`config.mk`:
```
export PLATFORM = sky130hd
export DESIGN_NAME = pc_fetch_unit_flat
export DESIGN_NICKNAME = d
export VERILOG_FILES = /design/src/rtl/pc_fetch_unit_if.sv /design/src/rtl/pc_fetch_unit.sv /design/src/flat_wrapper.sv
export SDC_FILE = /design/constraint.sdc
export NUM_CORES = 1
export LEC_CHECK = 0
export ABC_AREA = 0
export CAP_MARGIN = 30
export CORE_MARGIN = 5
export CORE_UTILIZATION = 53
export CTS_CLUSTER_DIAMETER = 150
export CTS_CLUSTER_SIZE = 14
export DETAILED_ROUTE_END_ITERATION = 8
export GPL_ROUTABILITY_DRIVEN = 0
export PLACE_DENSITY = 0.87
export SLEW_MARGIN = 20
export SYNTH_ARGS = -nofsm -noshare
export SYNTH_HDL_FRONTEND = slang
export SYNTH_SLANG_ARGS = --single-unit
```
`constraint.sdc`:
```
create_clock -name clk -period 9.9 [get_ports clk]
set_clock_uncertainty 0.1 [all_clocks]
set_input_delay 1.98 -clock clk [delete_from_list [all_inputs] [get_ports clk]]
set_output_delay 1.98 -clock clk [all_outputs]
set_load 0.005 [all_outputs]
```
`src/rtl/pc_fetch_unit_if.sv`:
```
// rtl/pc_fetch_unit_if.sv - fetch-stage control inputs and PC/status outputs
interface pc_fetch_unit_if;
    logic        stall;
    logic        br_taken;
    logic        jmp;
    logic [15:0] imm16;
    logic [25:0] jidx26;
    logic [31:0] pc;
    logic [31:0] pc_plus4;
    logic [6:0]  addr;
    logic        pc_valid;
    logic        halted;
    logic        fault;
    logic [15:0] retired;

    modport master (
        output stall, br_taken, jmp, imm16, jidx26,
        input  pc, pc_plus4, addr, pc_valid, halted, fault, retired
    );

    modport slave (
        input  stall, br_taken, jmp, imm16, jidx26,
        output pc, pc_plus4, addr, pc_valid, halted, fault, retired
    );
endinterface

```
`src/rtl/pc_fetch_unit.sv`:
```
// rtl/pc_fetch_unit.sv - program counter, next-PC select, run/halt FSM, retire counter
module pc_fetch_unit #(
    parameter int          PROG_WORDS = 77,
    parameter logic [31:0] RESET_PC   = 32'h0000_0000
) (
    input  logic              clk,
    input  logic              rst_n,
    pc_fetch_unit_if.slave    bus
);
    typedef enum logic [1:0] {
        ST_BOOT = 2'd0,
        ST_RUN  = 2'd1,
        ST_HALT = 2'd2
    } state_e;

    localparam logic [29:0] WORD_LIMIT = 30'(PROG_WORDS);

    state_e      state_q, state_d;
    logic [31:0] pc_q, pc_d;
    logic [15:0] retired_q, retired_d;
    logic        fault_q, fault_d;

    logic [31:0] pc_plus4;
    logic [31:0] target;
    logic        redirect;

    assign pc_plus4 = pc_q + 32'd4;

    // Successor selection: jump beats branch beats fall-through.
    always_comb begin
        target   = pc_plus4;
        redirect = 1'b0;
        if (bus.jmp) begin
            target   = {pc_plus4[31:28], bus.jidx26, 2'b00};
            redirect = 1'b1;
        end else if (bus.br_taken) begin
            target   = pc_plus4 + {{14{bus.imm16[15]}}, bus.imm16, 2'b00};
            redirect = 1'b1;
        end
    end

    // Next-state: BOOT bubble, RUN advance/retire, HALT on overrun or bad redirect.
    always_comb begin
        state_d   = state_q;
        pc_d      = pc_q;
        retired_d = retired_q;
        fault_d   = fault_q;
        case (state_q)
            ST_BOOT: state_d = ST_RUN;
            ST_RUN: begin
                if (!bus.stall) begin
                    if (retired_q != 16'hFFFF) begin
                        retired_d = retired_q + 16'd1;
                    end
                    // Halting leaves pc on the last instruction so it stays observable.
                    if (target[31:2] >= WORD_LIMIT) begin
                        state_d = ST_HALT;
                        if (redirect) begin
                            fault_d = 1'b1;
                        end
                    end else begin
                        pc_d = target;
                    end
                end
            end
            default: state_d = ST_HALT;
        endcase
    end

    // State and datapath registers, cleared asynchronously.
    always_ff @(posedge clk or negedge rst_n) begin
        if (!rst_n) begin
            state_q   <= ST_BOOT;
            pc_q      <= RESET_PC;
            retired_q <= 16'd0;
            fault_q   <= 1'b0;
        end else begin
            state_q   <= state_d;
            pc_q      <= pc_d;
            retired_q <= retired_d;
            fault_q   <= fault_d;
        end
    end

    assign bus.pc       = pc_q;
    assign bus.pc_plus4 = pc_plus4;
    assign bus.addr     = pc_q[8:2];
    assign bus.pc_valid = (state_q == ST_RUN);
    assign bus.halted   = (state_q == ST_HALT);
    assign bus.fault    = fault_q;
    assign bus.retired  = retired_q;
endmodule

```
`src/flat_wrapper.sv`:
```
// flat-port wrapper written by rule: the top's interface ports become plain ports
module pc_fetch_unit_flat 
#(
    parameter int          PROG_WORDS = 77,
    parameter logic [31:0] RESET_PC   = 32'h0000_0000
)
  (clk, rst_n, bus_stall, bus_br_taken, bus_jmp, bus_imm16, bus_jidx26, bus_pc, bus_pc_plus4, bus_addr, bus_pc_valid, bus_halted, bus_fault, bus_retired);
  pc_fetch_unit_if bus_i ();
  input  logic clk;
  input  logic rst_n;
  input wire logic [$bits(bus_i.stall)-1:0] bus_stall;
  input wire logic [$bits(bus_i.br_taken)-1:0] bus_br_taken;
  input wire logic [$bits(bus_i.jmp)-1:0] bus_jmp;
  input wire logic [$bits(bus_i.imm16)-1:0] bus_imm16;
  input wire logic [$bits(bus_i.jidx26)-1:0] bus_jidx26;
  output wire logic [$bits(bus_i.pc)-1:0] bus_pc;
  output wire logic [$bits(bus_i.pc_plus4)-1:0] bus_pc_plus4;
  output wire logic [$bits(bus_i.addr)-1:0] bus_addr;
  output wire logic [$bits(bus_i.pc_valid)-1:0] bus_pc_valid;
  output wire logic [$bits(bus_i.halted)-1:0] bus_halted;
  output wire logic [$bits(bus_i.fault)-1:0] bus_fault;
  output wire logic [$bits(bus_i.retired)-1:0] bus_retired;
  assign bus_i.stall = bus_stall;
  assign bus_i.br_taken = bus_br_taken;
  assign bus_i.jmp = bus_jmp;
  assign bus_i.imm16 = bus_imm16;
  assign bus_i.jidx26 = bus_jidx26;
  assign bus_pc = bus_i.pc;
  assign bus_pc_plus4 = bus_i.pc_plus4;
  assign bus_addr = bus_i.addr;
  assign bus_pc_valid = bus_i.pc_valid;
  assign bus_halted = bus_i.halted;
  assign bus_fault = bus_i.fault;
  assign bus_retired = bus_i.retired;
  pc_fetch_unit #(.PROG_WORDS(PROG_WORDS), .RESET_PC(RESET_PC)) u_core (.clk(clk), .rst_n(rst_n), .bus(bus_i));
endmodule
```
# Word level (Yosys, flattened, before mapping)

Index checks and enable logic that the tools add are counted.

Eq/ne operators: 5
$add $sub $neg: 3
Order comparisons: 1
Bitwise gates (word level): 2
Mux-type cells: 7
Reduce and logical (&&, ||, !) cells: 5

Operators with widths:

| cell                                                                                  | count |
|---|---|
| 32-bit 2-to-1 mux                                                                     | 2 |
| 32-bit by 3-bit adder with 32-bit output (second input constant)                      | 1 |
| 32-bit adder                                                                          | 1 |
| 30-bit by 7-bit greater-or-equal comparator with 1-bit output (second input constant) | 1 |
| 16-bit by 1-bit adder with 16-bit output (second input constant)                      | 1 |
| 16-bit inequality test (second input constant)                                        | 1 |
| 3-bit AND reduction                                                                   | 2 |
| 2-bit 2-to-1 mux                                                                      | 2 |
| 2-bit one-hot mux with 2 select lines                                                 | 1 |
| 4-bit AND reduction                                                                   | 1 |
| 2-bit by 1-bit == test with 1-bit output (second input constant)                      | 1 |
| 2-bit == test (second input constant)                                                 | 1 |
| 2-bit logical NOT                                                                     | 1 |
| 1-bit 2-to-1 mux                                                                      | 2 |
| 2-bit by 1-bit inequality test with 1-bit output (second input constant)              | 1 |
| 2-bit inequality test (second input constant)                                         | 1 |
| 1-bit NOT                                                                             | 2 |
| 2-bit AND reduction                                                                   | 1 |

Output and inout port bits: 90
Register bits: 51
Word-level logic and storage cells: 27
Input port bits: 47

# Longest topological paths before layout

Word-level depth: 8
Mapped depth: 20
Gate-level depth less buffers: 17

# Least setup slack after synthesis

No wires, ideal clock.

Path type: input -> register
From: input bus_imm16[0]
To: register u_core.pc_q[4] (netlist: u_core.bus.pc[4])
Buffers on the path: 1
Required time: 9675 ps
Stages: 13
Library setup time: 125 ps
Setup slack: 4605 ps
Arrival: 5070 ps
Cells stage by stage: ha_1 -> fa_1 -> a21o_1 -> a221o_1 -> a211oi_1 -> a21boi_1 -> xor2_1 -> a221oi_1 -> o2111ai_1 -> a2111oi_4 -> nand4_2 -> buf_6 -> mux2_4

Cells in the longest elaborated chain, start to end: 6

Ends and longest elaborated chain:

| what                                                          | RTL line            | RTL |
|---|---|---|
| start, declared                                               | flat_wrapper.sv:14  | `input wire logic [$bits(bus_i.imm16)-1:0] bus_imm16;` |
| 32-bit adder (*)                                              | pc_fetch_unit.sv:37 | `target = pc_plus4 + {{14{bus.imm16[15]}}, bus.imm16, 2'b00};` |
| 32-bit 2-to-1 mux (*)                                         | pc_fetch_unit.sv:36 | `end else if (bus.br_taken) begin` |
| 32-bit 2-to-1 mux (*)                                         | pc_fetch_unit.sv:33 | `if (bus.jmp) begin` |
| 30-bit by 7-bit greater-or-equal comparator with 1-bit output | pc_fetch_unit.sv:56 | `if (target[31:2] >= WORD_LIMIT) begin` |
| 1-bit NOT (no source line)                                    | -                   |  |
| 3-bit AND reduction (no source line)                          | -                   |  |
| end signal, assigned                                          | pc_fetch_unit.sv:79 | `pc_q <= pc_d;` |
| end, declared                                                 | pc_fetch_unit.sv:19 | `logic [31:0] pc_q, pc_d;` |

Mark *: on every way between the ends. The rest lies on a longest branch, timed or not.
A chain may end at the register's enable or synchronous reset.

# Final worst setup path

From: input bus_imm16[15]
To: register u_core.pc_q[5] (netlist: u_core.bus.pc[5])

Cells in the longest elaborated chain, start to end: 6

Ends and longest elaborated chain:

| what                                                          | RTL line |
|---|---|
| 32-bit adder                                                  | pc_fetch_unit.sv:37 |
| 32-bit 2-to-1 mux                                             | pc_fetch_unit.sv:36 |
| 32-bit 2-to-1 mux                                             | pc_fetch_unit.sv:33 |
| 30-bit by 7-bit greater-or-equal comparator with 1-bit output | pc_fetch_unit.sv:56 |
| 1-bit NOT (no source line)                                    | - |
| 3-bit AND reduction (no source line)                          | - |

Every way passes these cells.

==> results.cfg <==
[place]
io_buffers = 132
pre_cts_ws_ns = 3.17
dpl.hpwl_mm = 12.6
dpl_cell_area_sq_um = 6220

[power]
p_total_uw = 441
p_seq_frac = 0.484
switchingPower_uw = 130
p_clk_frac = 0.277
intPower_uw = 310
power.leakage_uw = 0.00270
pwr_density_cell_nw_per_um2 = 69.8
p_comb_frac = 0.239
switching_share = 0.296
peakVddDrop_uv = 154

[synthesis]
mappedNetlistArea_sq_um = 4920
ys_seq_elements = 49
synth_cell_types = 69
seq_area_frac_synth = 0.249
yosysMostFrequentCell = nand2_1
synth_top_area_frac = 0.249
synth_top_area_cell = dfrtp_1
syn_inst = 600
ys_warn_count = 0
synth_edf_count = 0
ys_async_sr_fraction = 1.00
ys.flop_type = dfrtp_1
synth_common_cells = 57 x nand2_1, 49 x dfrtp_1, 41 x nor2_1
synthTopCellsByArea = dfrtp_1 25%, ha_1 8.6%, xnor2_1 5.9%
syn_area_per_cell_sq_um = 8.20

[sta]
min_period_ns = 6.45
final_hold_viol_count = 0
worst_pin_slew_ns = 0.812
finalCritPeriodShare = 0.651
fmax_mhz = 155
rsz0062_at_grt = false
finalSetupViolCount = 0
setup_tns_ns = 0
slew_viol_final = 0
relSlewSlack = 0.457
timing.final.ws_setup_ns = 3.45

[drt]
dr.pass1.iters = 7
via_per_inst = 6.35
dr.first_iter.drc_count = 325
wl_per_cell_microns = 19.2
drc = 0
vias = 5210
ant_nets = 0
wl_mm = 15.7

[critical_path]
cp.arrival_ns = 6.54
startpoint_type = primary input
cp_data_required_time_ns = 9.99
rr_worst_depth = 17
critPathKind = in -> reg
worstPathBufferInverterCount = 1
crit_slowest_cell = clkdlybuf4s50_1
cp.depth = 12
crit_fanout = 29
critPathMaxStageDelay_ns = 0.79
crit_family = compound AO/OA/AOI/OAI gates
crit_path_cell_trace = clkdlybuf4s50_1 > ha_1 > nand2_1 > nor4_1 > a211oi_1 > a21boi_1 > xor2_1 > a221oi_1 > o2111ai_1 > a2111oi_4 > nand4_2 > mux2_4
end_kind = flip-flop

[global_routing]
antenna_found_initial = 0
grt_pass1_vias = 5100
grt_usage = 0.273
grt_overflow = 0
grt_max_degree = 36
grt_first_pass_wirelength_mm = 25.2

[cells_and_area]
drive_above_1_share = 0.0437
synthToLayoutAreaGrowth_pct = 28.3
num-fill-cells = 690
antenna_cells = 0
multi_input_area_sq_um = 3450
design_area_sq_um = 6310
final_nets = 790
utilization = 0.690
final-seq-area_sq_um = 1230

[clocking]
cts-resized-gates = 0
cts-buffers-inserted = 5
clk_pin_slew_ns = 0.10
cts_tree = done
clock_path_buffers = 2
post_cts_buffers = 0
htree_levels = 2
cts_sinks = 49
cts_hold_buf = 0
cts_root_buf = clkbuf_8
worstSkewPairLatency_ns = 0.31

[floorplanning]
die_y_microns = 106
start_util = 0.538
ioPinCount = 137
die_w_microns = 106
die_area_sq_um = 11300
rows = 35
coreArea_sq_um = 9150

[min_path]
hold_class = reg -> reg
whs_path_depth = 1

[run_status]
status = finished clean

[job]
cap_violations = 0
==> final cells by class <==
cell class | count | area share
Clock buffer | 5 | 0.0109
Clock inverter | 3 | 0.00396
Sequential cell | 49 | 0.194
Tap cell | 111 | 0.0220
Inverter | 18 | 0.0107
Timing Repair Buffer | 133 | 0.212
Multi-Input combinational cell | 501 | 0.546
==> path summary, 6_finish.rpt <==
kind	start	slack [ns]	to
worst min register to register	u_core.bus.retired[9]	0.40	u_core.bus.retired[9]
worst max register to register	u_core.bus.pc[2]	4.07	u_core.bus.pc[5]
min in group asynchronous	rst_n	1.46	u_core.bus.retired[1]
worst max-delay path	bus_imm16[15]	3.45	u_core.bus.pc[5]
max in group asynchronous	rst_n	7.74	u_core.bus.pc[12]
worst min-delay path	u_core.bus.retired[9]	0.40	u_core.bus.retired[9]
==> power by group through the flow <==
stage	clock network (uW)	logic, uW	registers [uW]
after floorplan	0	53.2	216
after global placement	0	98.9	216
after detailed placement	0	103	217
final	122	105	213
after global routing	133	114	214
after CTS	124	104	213
==> placed cells by master (no fill, tap or decap), types with 16 or more instances in the layout <==
| cell type | n |
|---|---|
| nand3_1 | 16 |
| xor2_1 | 29 |
| nand2_1 | 57 |
| a21oi_1 | 38 |
| o21ai_0 | 34 |
| xnor2_1 | 33 |
| clkdlybuf4s50_1 | 131 |
| nor2_1 | 41 |
| ha_1 | 34 |
| and2_1 | 28 |
| nand4_1 | 27 |
| inv_1 | 18 |
| dfrtp_1 | 49 |
==> per-stage QoR <==
stage,std cells,hold WS (ns)
finish,820,0.402
global route,820,0.434
CTS,820,0.402
detailed placement,812,0.381
global placement,811,0.373
floorplan,603,0.358
==> sequential cells by signal (all words and copies together) (netlist names) <==
register / count
u_core.bus.fault: 1
u_core.bus.retired: 16
u_core.bus.pc: 30
u_core.state_q: 2
==> cells by family (layout without fill, tap and decap cells) <==
group,after synthesis,count (layout),synth area share
mux,14,14,0.0331
flops,49,49,0.249
simple gates,233,233,0.254
buf+inv,53,159,0.0521
compound gates,152,152,0.207
fa+ha+maj,35,35,0.0905
other cells,1,4,0.000762
xor+xnor,63,63,0.114
==> routing by layer <==
metal / part of all wire / global-route usage / routed length (microns) / vias up
met5: 0 / 0 / 0 / -
met4: 0.036 / 0.0897 / 567 / 0
met3: 0.093 / 0.0437 / 1460 / 55
met2: 0.48 / 0.468 / 7580 / 279
met1: 0.39 / 0.350 / 6120 / 2461
li1: - / - / - / 2415
Power figures use the tool's default switching activity.
